===== config.mk =====
export PLATFORM = sky130hd
export DESIGN_NAME = stream_decryption_engine
export DESIGN_NICKNAME = d
export VERILOG_FILES = /design/src/rtl/stream_decryption_engine.sv
export SDC_FILE = /design/constraint.sdc
export NUM_CORES = 1
export LEC_CHECK = 0
export CORE_AREA = 8 8 211 112
export DETAILED_ROUTE_END_ITERATION = 10
export DIE_AREA = 0 0 219 120
export PLACE_DENSITY = 0.66
export SLEW_MARGIN = 20
export SYNTH_ARGS = -nofsm -noshare
export SYNTH_HDL_FRONTEND = slang
export SYNTH_SLANG_ARGS = --single-unit

===== constraint.sdc =====
create_clock -name clk_sys -period 15 [get_ports clk_sys]
set_input_delay 2.25 -clock clk_sys [delete_from_list [all_inputs] [get_ports clk_sys]]
set_output_delay 2.25 -clock clk_sys [all_outputs]
set_load 0.02 [all_outputs]

===== src/rtl/stream_decryption_engine.sv =====
// stream_decryption_engine: unpacks MST_DWIDTH-bit master words into SYS_DWIDTH-bit
// symbols (MSB symbol first) and decrypts each one in Caesar, Vigenere or XOR-stream
// mode against a programmable key table. Messages end at the TERMINATOR symbol.
module stream_decryption_engine #(
    parameter int                    MST_DWIDTH = 32,
    parameter int                    SYS_DWIDTH = 8,
    parameter int                    KEY_DEPTH  = 16,
    parameter logic [SYS_DWIDTH-1:0] TERMINATOR = 8'hFA,
    localparam int                   KW         = $clog2(KEY_DEPTH)
) (
    input  logic                  clk_sys,
    input  logic                  rst,
    input  logic [1:0]            mode_i,
    input  logic                  key_wr,
    input  logic [KW-1:0]         key_addr,
    input  logic [SYS_DWIDTH-1:0] key_data,
    input  logic [KW:0]           key_len,
    input  logic [MST_DWIDTH-1:0] data_i,
    input  logic                  valid_i,
    output logic                  busy,
    output logic [SYS_DWIDTH-1:0] data_o,
    output logic                  valid_o,
    output logic                  msg_done,
    output logic                  error
);

    localparam int N  = MST_DWIDTH / SYS_DWIDTH;
    localparam int CW = (N > 1) ? $clog2(N) : 1;
    localparam int KL = KW + 1;

    typedef enum logic {
        S_IDLE,
        S_UNPACK
    } state_t;

    state_t                state_q;
    logic [MST_DWIDTH-1:0] word_q;
    logic [CW-1:0]         cnt_q;
    logic [1:0]            mode_q;
    logic [KL-1:0]         klen_q;
    logic [KW-1:0]         idx_q;
    logic [KW-1:0]         idx_d;
    logic                  msg_start_q;
    logic [SYS_DWIDTH-1:0] key_q [KEY_DEPTH];

    logic [SYS_DWIDTH-1:0] sym;
    logic [SYS_DWIDTH-1:0] plain_d;
    logic [KW-1:0]         idx_last;
    logic                  cfg_err_d;

    // Current symbol, its plaintext and the key index to use for the next symbol.
    always_comb begin
        sym      = word_q[MST_DWIDTH-1 -: SYS_DWIDTH];
        idx_last = KW'(klen_q - KL'(1));
        idx_d    = idx_q;
        case (mode_q)
            2'd0:    plain_d = sym - key_q[0];
            2'd1:    plain_d = sym - key_q[idx_q];
            2'd2:    plain_d = sym ^ key_q[idx_q];
            default: plain_d = sym;
        endcase
        if (mode_q == 2'd1 || mode_q == 2'd2) begin
            idx_d = (idx_q == idx_last) ? '0 : idx_q + KW'(1);
        end
    end

    // Configuration check applied when a new message starts.
    always_comb begin
        cfg_err_d = 1'b0;
        if (mode_i == 2'd3) begin
            cfg_err_d = 1'b1;
        end else if (mode_i != 2'd0 &&
                     (key_len == '0 || key_len > KL'(KEY_DEPTH))) begin
            cfg_err_d = 1'b1;
        end
    end

    // Key table: writable only while the engine is not busy; cleared by reset.
    always_ff @(posedge clk_sys or posedge rst) begin
        if (rst) begin
            for (int unsigned i = 0; i < KEY_DEPTH; i++) begin
                key_q[i] <= '0;
            end
        end else if (key_wr && !busy) begin
            key_q[key_addr] <= key_data;
        end
    end

    // Capture/unpack FSM with registered outputs.
    always_ff @(posedge clk_sys or posedge rst) begin
        if (rst) begin
            state_q     <= S_IDLE;
            word_q      <= '0;
            cnt_q       <= '0;
            mode_q      <= '0;
            klen_q      <= '0;
            idx_q       <= '0;
            msg_start_q <= 1'b1;
            busy        <= 1'b0;
            data_o      <= '0;
            valid_o     <= 1'b0;
            msg_done    <= 1'b0;
            error       <= 1'b0;
        end else begin
            valid_o  <= 1'b0;
            msg_done <= 1'b0;
            case (state_q)
                S_IDLE: begin
                    if (valid_i && !busy) begin
                        word_q  <= data_i;
                        cnt_q   <= '0;
                        busy    <= 1'b1;
                        state_q <= S_UNPACK;
                        if (msg_start_q) begin
                            mode_q      <= mode_i;
                            klen_q      <= key_len;
                            idx_q       <= '0;
                            msg_start_q <= 1'b0;
                            error       <= cfg_err_d;
                        end
                    end
                end
                S_UNPACK: begin
                    word_q <= word_q << SYS_DWIDTH;
                    cnt_q  <= cnt_q + CW'(1);
                    if (sym == TERMINATOR) begin
                        // Rest of the word is dropped; the next capture starts a new message.
                        msg_done    <= 1'b1;
                        busy        <= 1'b0;
                        state_q     <= S_IDLE;
                        msg_start_q <= 1'b1;
                    end else begin
                        data_o  <= plain_d;
                        valid_o <= !error;
                        idx_q   <= idx_d;
                        if (cnt_q == CW'(N - 1)) begin
                            busy    <= 1'b0;
                            state_q <= S_IDLE;
                        end
                    end
                end
                default: state_q <= S_IDLE;
            endcase
        end
    end

endmodule


==> results of run 1 <==
-- through the flow --
stage / power, uW / instance area [um^2] / setup slack, ns / utilization / cells
2_1_floorplan: 1240 / 9140 / 7.69 / - / 702
3_3_place_gp: 1370 / 10000 / 10.01 / 0.479 / 1012
3_5_place_dp: 1410 / 10000 / 9.73 / 0.479 / 1012
4_1_cts: 1850 / 10600 / 10.16 / 0.507 / 1042
5_1_grt: 1950 / 10600 / 10.31 / 0.507 / 1042
6_report: 1840 / 10600 / 10.59 / 0.507 / 1042
-- flip-flops by register name, indices dropped and copies added (netlist names), 2 cells and up --
signal	cells
klen_q	4
idx_q	4
data_o	8
key_q	128
mode_q	2
word_q	32
cnt_q	2
-- synthesized netlist by cell type, types with 8 or more instances --
cell type	instances
xnor2_1	8
o21ai_0	41
nor2_1	23
nor2b_1	10
ha_1	16
a21oi_1	15
mux2i_1	42
mux4_2	36
clkbuf_1	32
dfrtp_1	185
mux2_2	138
nand2_1	70
inv_1	10
-- power breakdown --
part	switching [uW]	internal (uW)	total, uW
clock network	189	253	442
registers	133	686	820
logic	249	326	575
total	571	1270	1840
-- cell type report --
class	instances	area share
multi-input cells	464	0.403
clock inverters	10	0.0113
flip-flops and latches	186	0.439
clock buffers	20	0.0431
well taps	280	0.0330
inverters	10	0.00425
repair buffers	72	0.0665
-- per-layer routing --
layer / track usage / vias up / wire (um)
met4: 0.0365 / 0 / 131
met2: 0.237 / 100 / 8990
met1: 0.250 / 3028 / 10700
li1: - / 2635 / -
met5: 0 / - / 0
met3: 0.0279 / 10 / 739
-- kinds of logic after synthesis --
family,count (synthesis),share of synthesized area
simple gates,137,0.0709
compound gates,80,0.0519
fa+ha+maj,18,0.0252
mux,217,0.306
buf+inv,52,0.0246
xor+xnor,12,0.0115
flops,186,0.509
-- path summary, 6_finish.rpt --
check / end / slack [ns] / depth (start not counted)
hold reg to reg: word_q[22]$_DFFE_PP0P_ / 0.48 / 2
min in group asynchronous: key_q[59]$_DFFE_PP0P_ / 2.36 / 2
max in group asynchronous: idx_q[0]$_DFFE_PP0P_ / 11.15 / 3
hold / removal: word_q[22]$_DFFE_PP0P_ / 0.48 / 2
setup reg to reg: data_o[5]$_DFFE_PP0P_ / 10.82 / 11
setup / recovery: idx_q[3]$_DFFE_PP0P_ / 10.59 / 7
-- tightest hold or removal path, cell delays in order (launching register included) --
cell	delay [ns]
dfrtp_1	0.34
nand2_1	0.05
o21ai_0	0.06
==> qor.txt, run 1 <==
Global-route wire length before repair = 33.9 mm
Largest net degree at the start of global routing = 113
Leakage power figure = 0.00451 uW
Gr ovfl total = 0
Setup Viol. Count Final = 0
I/O pin total = 67
Mapped Avg Cell Area = 13.0 um^2
Vias in the first global route = 6110
Multi-input logic area = 4270 um^2
Final Hold Viols = 0
Yosys top cell area share = 0.507
Unrepaired setup endpoints after global routing = false
Clock buffer depth = 2
Worst Clk Skew = 0.0128 ns
Area grow syn2layout = 16.1%
CP top delay family = simple AND/OR/NAND/NOR gates
Post-CTS Resized = 0
Register area = 4660 um^2
Initial Util = 0.437
NumNets Final = 823
Routed wire per std cell = 19.7 um
Largest cells by area after synthesis = dfrtp_1, mux2_2, mux4_2, mux2i_1, nand2_1
Vias per cell = 5.54
Clk root buf = clkbuf_16
Peak supply drop = 0.0000723 V
Clock sinks = 186
Worst r2r src = idx_q[0]$_DFFE_PP0P_
Die Height = 120 um
CTS buffer count = 17
Most frequent cells in the layout = dfrtp_1, mux2_2, nand2_1
Routed WL = 20.6 mm
Critical Path Max Stage Delay = 0.69 ns
Chip Width = 219 um
Maxcap violations = 0
GP Congestion = 0.799
Clk_lat worst skew = 0.42 ns
Mapped Nets = 774
Rows = 38
Slew headroom = 0.229
Layout fillers = 1798
#FFs+latches synth = 186
Worst path slowest cell = nor3b_2
Mapped Area = 9140 um^2
Netlist cell types = 53
Top FF cell, synth = dfrtp_1
Post-synth ARST share = 1.00
DRT Pass-1 Iters = 5
Largest area contributor in the netlist = dfrtp_1
Power per cell area = 173 nW/um^2
Ys Warns = 0
GRT Util Overall = 0.163
DP Wirelength = 14.8 mm
Startpoint types = input port
H-Tree Depth = 4
Clock period minus worst slack = 4.41 ns
Crit path launch = valid_i
Leading cell type in the layout, fill and taps excluded = dfrtp_1
WP buf/inv = 1
Final worst path period share = 0.294
Worst path cell trace = clkdlybuf4s50_1, nand2b_1, nor3b_2, o21bai_1, nor3_1, a21oi_1, o21ai_0
Crit Path Category = input port to flip-flop
# DRC = 0
Min-Delay Path Class = flip-flop to flip-flop
CP endpoint kind = flip-flop
Clock transition at path regs = 0.07 ns
Setup TNS = 0 ns
Setup bufs post-CTS = 0
Antenna Cells = 0
Via count = 5773
CTS tree = done
Antenna Nets Post-Route = 0
PortBufs = 66
Full die area = 26300 um^2
Pins over their slew limit = 0
Hold_buf cts = 0
Worst-Margin Slew = 1.15 ns
Achievable Freq = 227 MHz
Antenna violations before repair = 0
Status = finished, final reports clean
WP data required = 15.33 ns
Iter 0 DRT Violations = 419
Mapped Cells = 702
Worst-path fanout max = 14
Post-synth EDFFs = 0
Core Region = 20900 um^2
Hold_sp = word_q[14]$_DFFE_PP0P_
Worst hold slack = 0.480 ns
Share of cells above drive strength 1 = 0.291
Worst endpoint data arrival time = 4.74 ns
Seq/Total Area, Yosys = 0.509
No activity file was read; power rests on OpenSTA's default activity.
==> inputs of run 2 (changes only) <==
Settings changed: PLACE_DENSITY 0.66 to 0.69.
Clock period 15 ns to 3.8 ns, I/O delays scaled along.
==> run 2 against run 1 <==
Compared with the run above: combinational power rose to 4.2 times the previous value; worst setup slack worse by 10 ns; hold slack worse by 0.031 ns; cell count up 1.4%; largest cell class unchanged; global-route usage up 1.5 points; highest routed layer unchanged; register-to-register slack worse by 11 ns; clock skew down 0.0022 ns; first-iteration DRC count up 4.1%.
==> qor.txt, run 2 (synthesis gave the netlist of run 1 again) <==
Status = finished, final reports clean
PortBufs = 66
Full die area = 26300 um^2
Setup Viol. Count Final = 0
Largest net degree at the start of global routing = 127
Share of cells above drive strength 1 = 0.302
Achievable Freq = 279 MHz
CTS buffer count = 17
Clock sinks = 186
H-Tree Depth = 4
Power, Total = 7320 uW
Antenna Nets Post-Route = 0
Crit Path Category = flip-flop to flip-flop
Routed WL = 22.4 mm
Chip Width = 219 um
Slew headroom = 0.357
Hold endpoint = valid_o$_DFF_PP0_
Max reg flops = 128
Clock period minus worst slack = 3.58 ns
Unrepaired setup endpoints after global routing = false
Routed wire per std cell = 21.2 um
Final instance area = 10700 um^2
DP Wirelength = 16.2 mm
Vias per cell = 5.59
Worst-path fanout max = 9
GRT Util Overall = 0.178
Most frequent cells in the layout = dfrtp_1, mux2_2, nand2_1
Worst-Margin Slew = 0.960 ns
Layout fillers = 1794
Die Height = 120 um
Worst endpoint data arrival time = 3.91 ns
Register area = 4660 um^2
Leakage power figure = 0.00457 uW
Core Region = 20900 um^2
Final Hold Viols = 0
Leading cell type in the layout, fill and taps excluded = dfrtp_1
Worst path slowest cell = mux4_2
Peak supply drop = 0.000295 V
Clock transition at path regs = 0.07 ns
Multi-input logic area = 4270 um^2
Maxcap violations = 0
Global-route wire length before repair = 36.3 mm
R2R cell count = 11
Critical Path Max Stage Delay = 0.53 ns
Crit-path most repeated cell = mux4_2
Post-Place Cell Area = 10100 um^2
Biggest regs = key_q (128), word_q (32), data_o (8)
DRT Pass-1 Iters = 5
CP endpoint kind = flip-flop
WP data required = 4.13 ns
WHS Path Cells = 1
Initial Util = 0.437
Antenna violations before repair = 0
Setup TNS = 0 ns
Reg2reg end = data_o[5]$_DFFE_PP0P_
I/O pin total = 67
Gr ovfl total = 0
CP top delay family = multiplexers
Iter 0 DRT Violations = 436
Startpoint types = flip-flop
Clk root buf = clkbuf_16
CTS tree = done
Pins over their slew limit = 0
Clock buffer depth = 2
Antenna Cells = 0
Worst reg-to-reg setup slack = 0.22 ns
Via count = 5906
Min-Delay Path Class = flip-flop to flip-flop
Final worst path period share = 0.943
Worst Clk Skew = 0.0107 ns
Rows = 38
GP Congestion = 0.845
Vias in the first global route = 6305
Hold_sp = error$_DFFE_PP0P_
NumNets Final = 836
Worst r2r src = idx_q[0]$_DFFE_PP0P_
Power per cell area = 684 nW/um^2
Worst path cell trace = buf_12, mux4_2, mux4_2, mux2i_1, ha_1, nor2b_1, o21ai_0, a21oi_1, nor2_1, mux2_2, o41a_1
Largest Register = key_q
WP buf/inv = 1
# DRC = 0
Inst Count DP = 1024
Area grow syn2layout = 17.2%
Final core occ = 0.512
Clk_lat worst skew = 0.44 ns
Finished Layout Cells = 1057
Hold_buf cts = 0
==> run 2: per-stage QoR <==
stage                     hold WS [ns]  worst slack, ns
final                            0.449            0.217
after global routing             0.487           0.0282
after CTS                        0.461            0.153
after detailed placement         0.452            0.144
after global placement           0.446            0.205
after floorplan                  0.449            0.400
==> run 2: worst max-delay path by stage <==
stage	slack [ns]	depth (start not counted)	startpoint	end
6_report	0.22	11	idx_q[0]$_DFFE_PP0P_	data_o[5]$_DFFE_PP0P_
2_1_floorplan	0.40	11	idx_q[0]$_DFFE_PP0P_	data_o[5]$_DFFE_PP0P_
5_1_grt	0.03	11	idx_q[0]$_DFFE_PP0P_	data_o[5]$_DFFE_PP0P_
3_3_place_gp	0.21	10	idx_q[0]$_DFFE_PP0P_	data_o[5]$_DFFE_PP0P_
4_1_cts	0.15	10	idx_q[0]$_DFFE_PP0P_	data_o[5]$_DFFE_PP0P_
3_5_place_dp	0.14	10	idx_q[0]$_DFFE_PP0P_	data_o[5]$_DFFE_PP0P_
==> run 2: cell type report <==
type | instances | share of cell area
Timing Repair Buffer | 85 | 0.0785
Clock buffer | 20 | 0.0408
Sequential cell | 186 | 0.435
Inverter | 10 | 0.00385
Tap cell | 280 | 0.0327
Multi-Input combinational cell | 464 | 0.398
Clock inverter | 12 | 0.0112
==> run 2: what timing repair did <==
| item | CTS | global route |
|---|---|---|
| endpoints found under the setup margin | 0 | 2 |
| gates resized for setup | 0 | 1 |
| setup buffers | 0 | 1 |
==> run 2: worst reg2reg max path, cell delays in order (launching register included) <==
cell and delay (ns):
dfrtp_2 0.37, buf_12 0.14, mux4_2 0.50, mux4_2 0.53
mux2i_1 0.26, ha_1 0.28, nor2b_1 0.13, o21ai_0 0.27
a21oi_1 0.16, nor2_1 0.14, mux2_2 0.34, o41a_1 0.36
==> run 2: power breakdown <==
group	switching [uW]	total, uW	leakage (uW)	internal [uW]
clock network	797	1710	0.000265	912
logic	1070	2410	0.00192	1330
registers	500	3210	0.00239	2710
==> run 2: metal layers <==
metal,share of wire,GRT usage
met1,0.50,0.262
met4,0.011,0.0456
met3,0.048,0.0435
met2,0.44,0.260
met5,0,0
==> inputs of run 3 (changes only) <==
Settings changed: CORE_AREA 8 8 211 112 to 10 10 213 114, DIE_AREA 0 0 219 120 to 0 0 223 124.
==> run 3 against run 2 <==
Compared with the run above: utilization increased by 1.7 points; clock-buffer cell count down 2; sequential power is 2% higher; cell area is 0.74% higher; global-route usage is 1.5 points lower; routed wire length is 1.4% lower.
==> qor.txt, run 3 (synthesis gave the netlist of run 1 again) <==
Status = finished, final reports clean
Area grow syn2layout = 18.1%
Worst-Margin Slew = 1.02 ns
CTS tree = done
Pins over their slew limit = 0
DRT Pass-1 Iters = 4
Chip Width = 223 um
NumNets Final = 839
Critical Path Max Stage Delay = 0.69 ns
Power, Total = 7490 uW
Dpl ws = 0.164 ns
Antenna Nets Post-Route = 0
Vias per cell = 5.58
Largest Register = key_q
CP top delay family = multiplexers
CP endpoint kind = flip-flop
Antenna violations before repair = 0
Setup Viol. Count Final = 0
Min-Delay Path Class = flip-flop to flip-flop
H-Tree Depth = 4
Core Region = 20400 um^2
Antenna Cells = 0
Iter 0 DRT Violations = 417
WP buf/inv = 0
Achievable Freq = 278 MHz
Worst path cell trace = mux4_2, mux4_2, mux2i_1, ha_1, nor2b_1, o21ai_0, a21oi_1, nor2_1, mux2_2, o41a_1
Routed WL = 22.1 mm
Share of cells above drive strength 1 = 0.308
Peak supply drop = 0.000343 V
GP Congestion = 0.830
DP Wirelength = 15.1 mm
Initial Util = 0.448
Clock transition at path regs = 0.07 ns
WP data required = 4.11 ns
# DRC = 0
Clock buffer depth = 2
Unrepaired setup endpoints after global routing = false
Crit Path Category = flip-flop to flip-flop
Setup TNS = 0 ns
Setup ws final = 0.203 ns
Clk root buf = clkbuf_16
Power per cell area = 694 nW/um^2
Clock sinks = 186
Leakage power figure = 0.00462 uW
Global-route wire length before repair = 35.1 mm
Final Hold Viols = 0
GRT Util Overall = 0.163
Gr ovfl total = 0
Largest net degree at the start of global routing = 72
Worst path slowest cell = dfrtp_1
CTS buffer count = 17
Worst Clk Skew = 0.00700 ns
Via count = 5872
Biggest regs = key_q (128), word_q (32), data_o (8)
Routed wire per std cell = 21.0 um
PortBufs = 66
Die Height = 124 um
Max reg flops = 128
Worst endpoint data arrival time = 3.91 ns
Final worst path period share = 0.947
Rows = 37
Crit-path most repeated cell = mux4_2
Leading cell type in the layout, fill and taps excluded = dfrtp_1
Worst-path fanout max = 11
Full die area = 27700 um^2
Clock period minus worst slack = 3.60 ns
Vias in the first global route = 6056
Slew headroom = 0.314
Most frequent cells in the layout = dfrtp_1, mux2_2, nand2_1
Maxcap violations = 0
Startpoint types = flip-flop
Layout fillers = 1690
I/O pin total = 67
Clk_lat worst skew = 0.43 ns
run 3: cell types whose count changed in the layout (fill, tap and decap cells not counted), moves of 2 or more:
cell       delta
clkinv_4      -4
bufinv_16     +2
inv_8         +2
clkbuf_1      -3
buf_4         +3
run 3: path summary, 6_finish.rpt:
kind                       depth (start not counted)            startpoint  slack, ns                      to
max in group asynchronous                          3                   rst       2.33  key_q[126]$_DFFE_PP0P_
min in group asynchronous                          2                   rst       0.63  key_q[112]$_DFFE_PP0P_
max reg2reg                                       10  idx_q[1]$_DFFE_PP0P_       0.20   data_o[5]$_DFFE_PP0P_
min                                                1     error$_DFFE_PP0P_       0.45       valid_o$_DFF_PP0_
max                                               10  idx_q[1]$_DFFE_PP0P_       0.20   data_o[5]$_DFFE_PP0P_
min reg2reg                                        1     error$_DFFE_PP0P_       0.45       valid_o$_DFF_PP0_
run 3: layout make-up:
type,instances,area (um^2),area share
flip-flops and latches,186,4660,0.432
multi-input cells,464,4270,0.396
repair buffers,88,855,0.0792
clock buffers,18,439,0.0407
well taps,273,342,0.0316
clock inverters,14,184,0.0170
inverters,10,41.3,0.00383
run 3: stage by stage:
| step | cells | instance area, um^2 | util | hold slack, ns |
|---|---|---|---|---|
| 3_5_place_dp | 1017 | 10100 | 0.496 | 0.437 |
| 6_report | 1053 | 10800 | 0.529 | 0.451 |
| 4_1_cts | 1049 | 10800 | 0.527 | 0.448 |
| 3_3_place_gp | 1017 | 10100 | 0.496 | 0.436 |
| 5_1_grt | 1053 | 10800 | 0.529 | 0.465 |
| 2_1_floorplan | 702 | 9140 | - | 0.449 |
run 3: power by group:
group	internal [uW]	switching [uW]	total [uW]
logic	1320	994	2320
registers	2710	573	3280
clock network	1070	818	1890
total	5100	2380	7490
run 3: routing by layer:
| metal | global-route usage | wire length (um) | vias to the layer above |
|---|---|---|---|
| met2 | 0.265 | 10400 | 123 |
| li1 | - | - | 2677 |
| met1 | 0.223 | 10500 | 3060 |
| met5 | 0 | 0 | - |
| met4 | 0.0403 | 165 | 0 |
| met3 | 0.0316 | 971 | 12 |
run 3: what timing repair did:
action	4_1_cts	5_1_grt
gates resized for setup	0	1
setup endpoints to repair	0	2
hold buffers	0	0
setup buffers	0	4
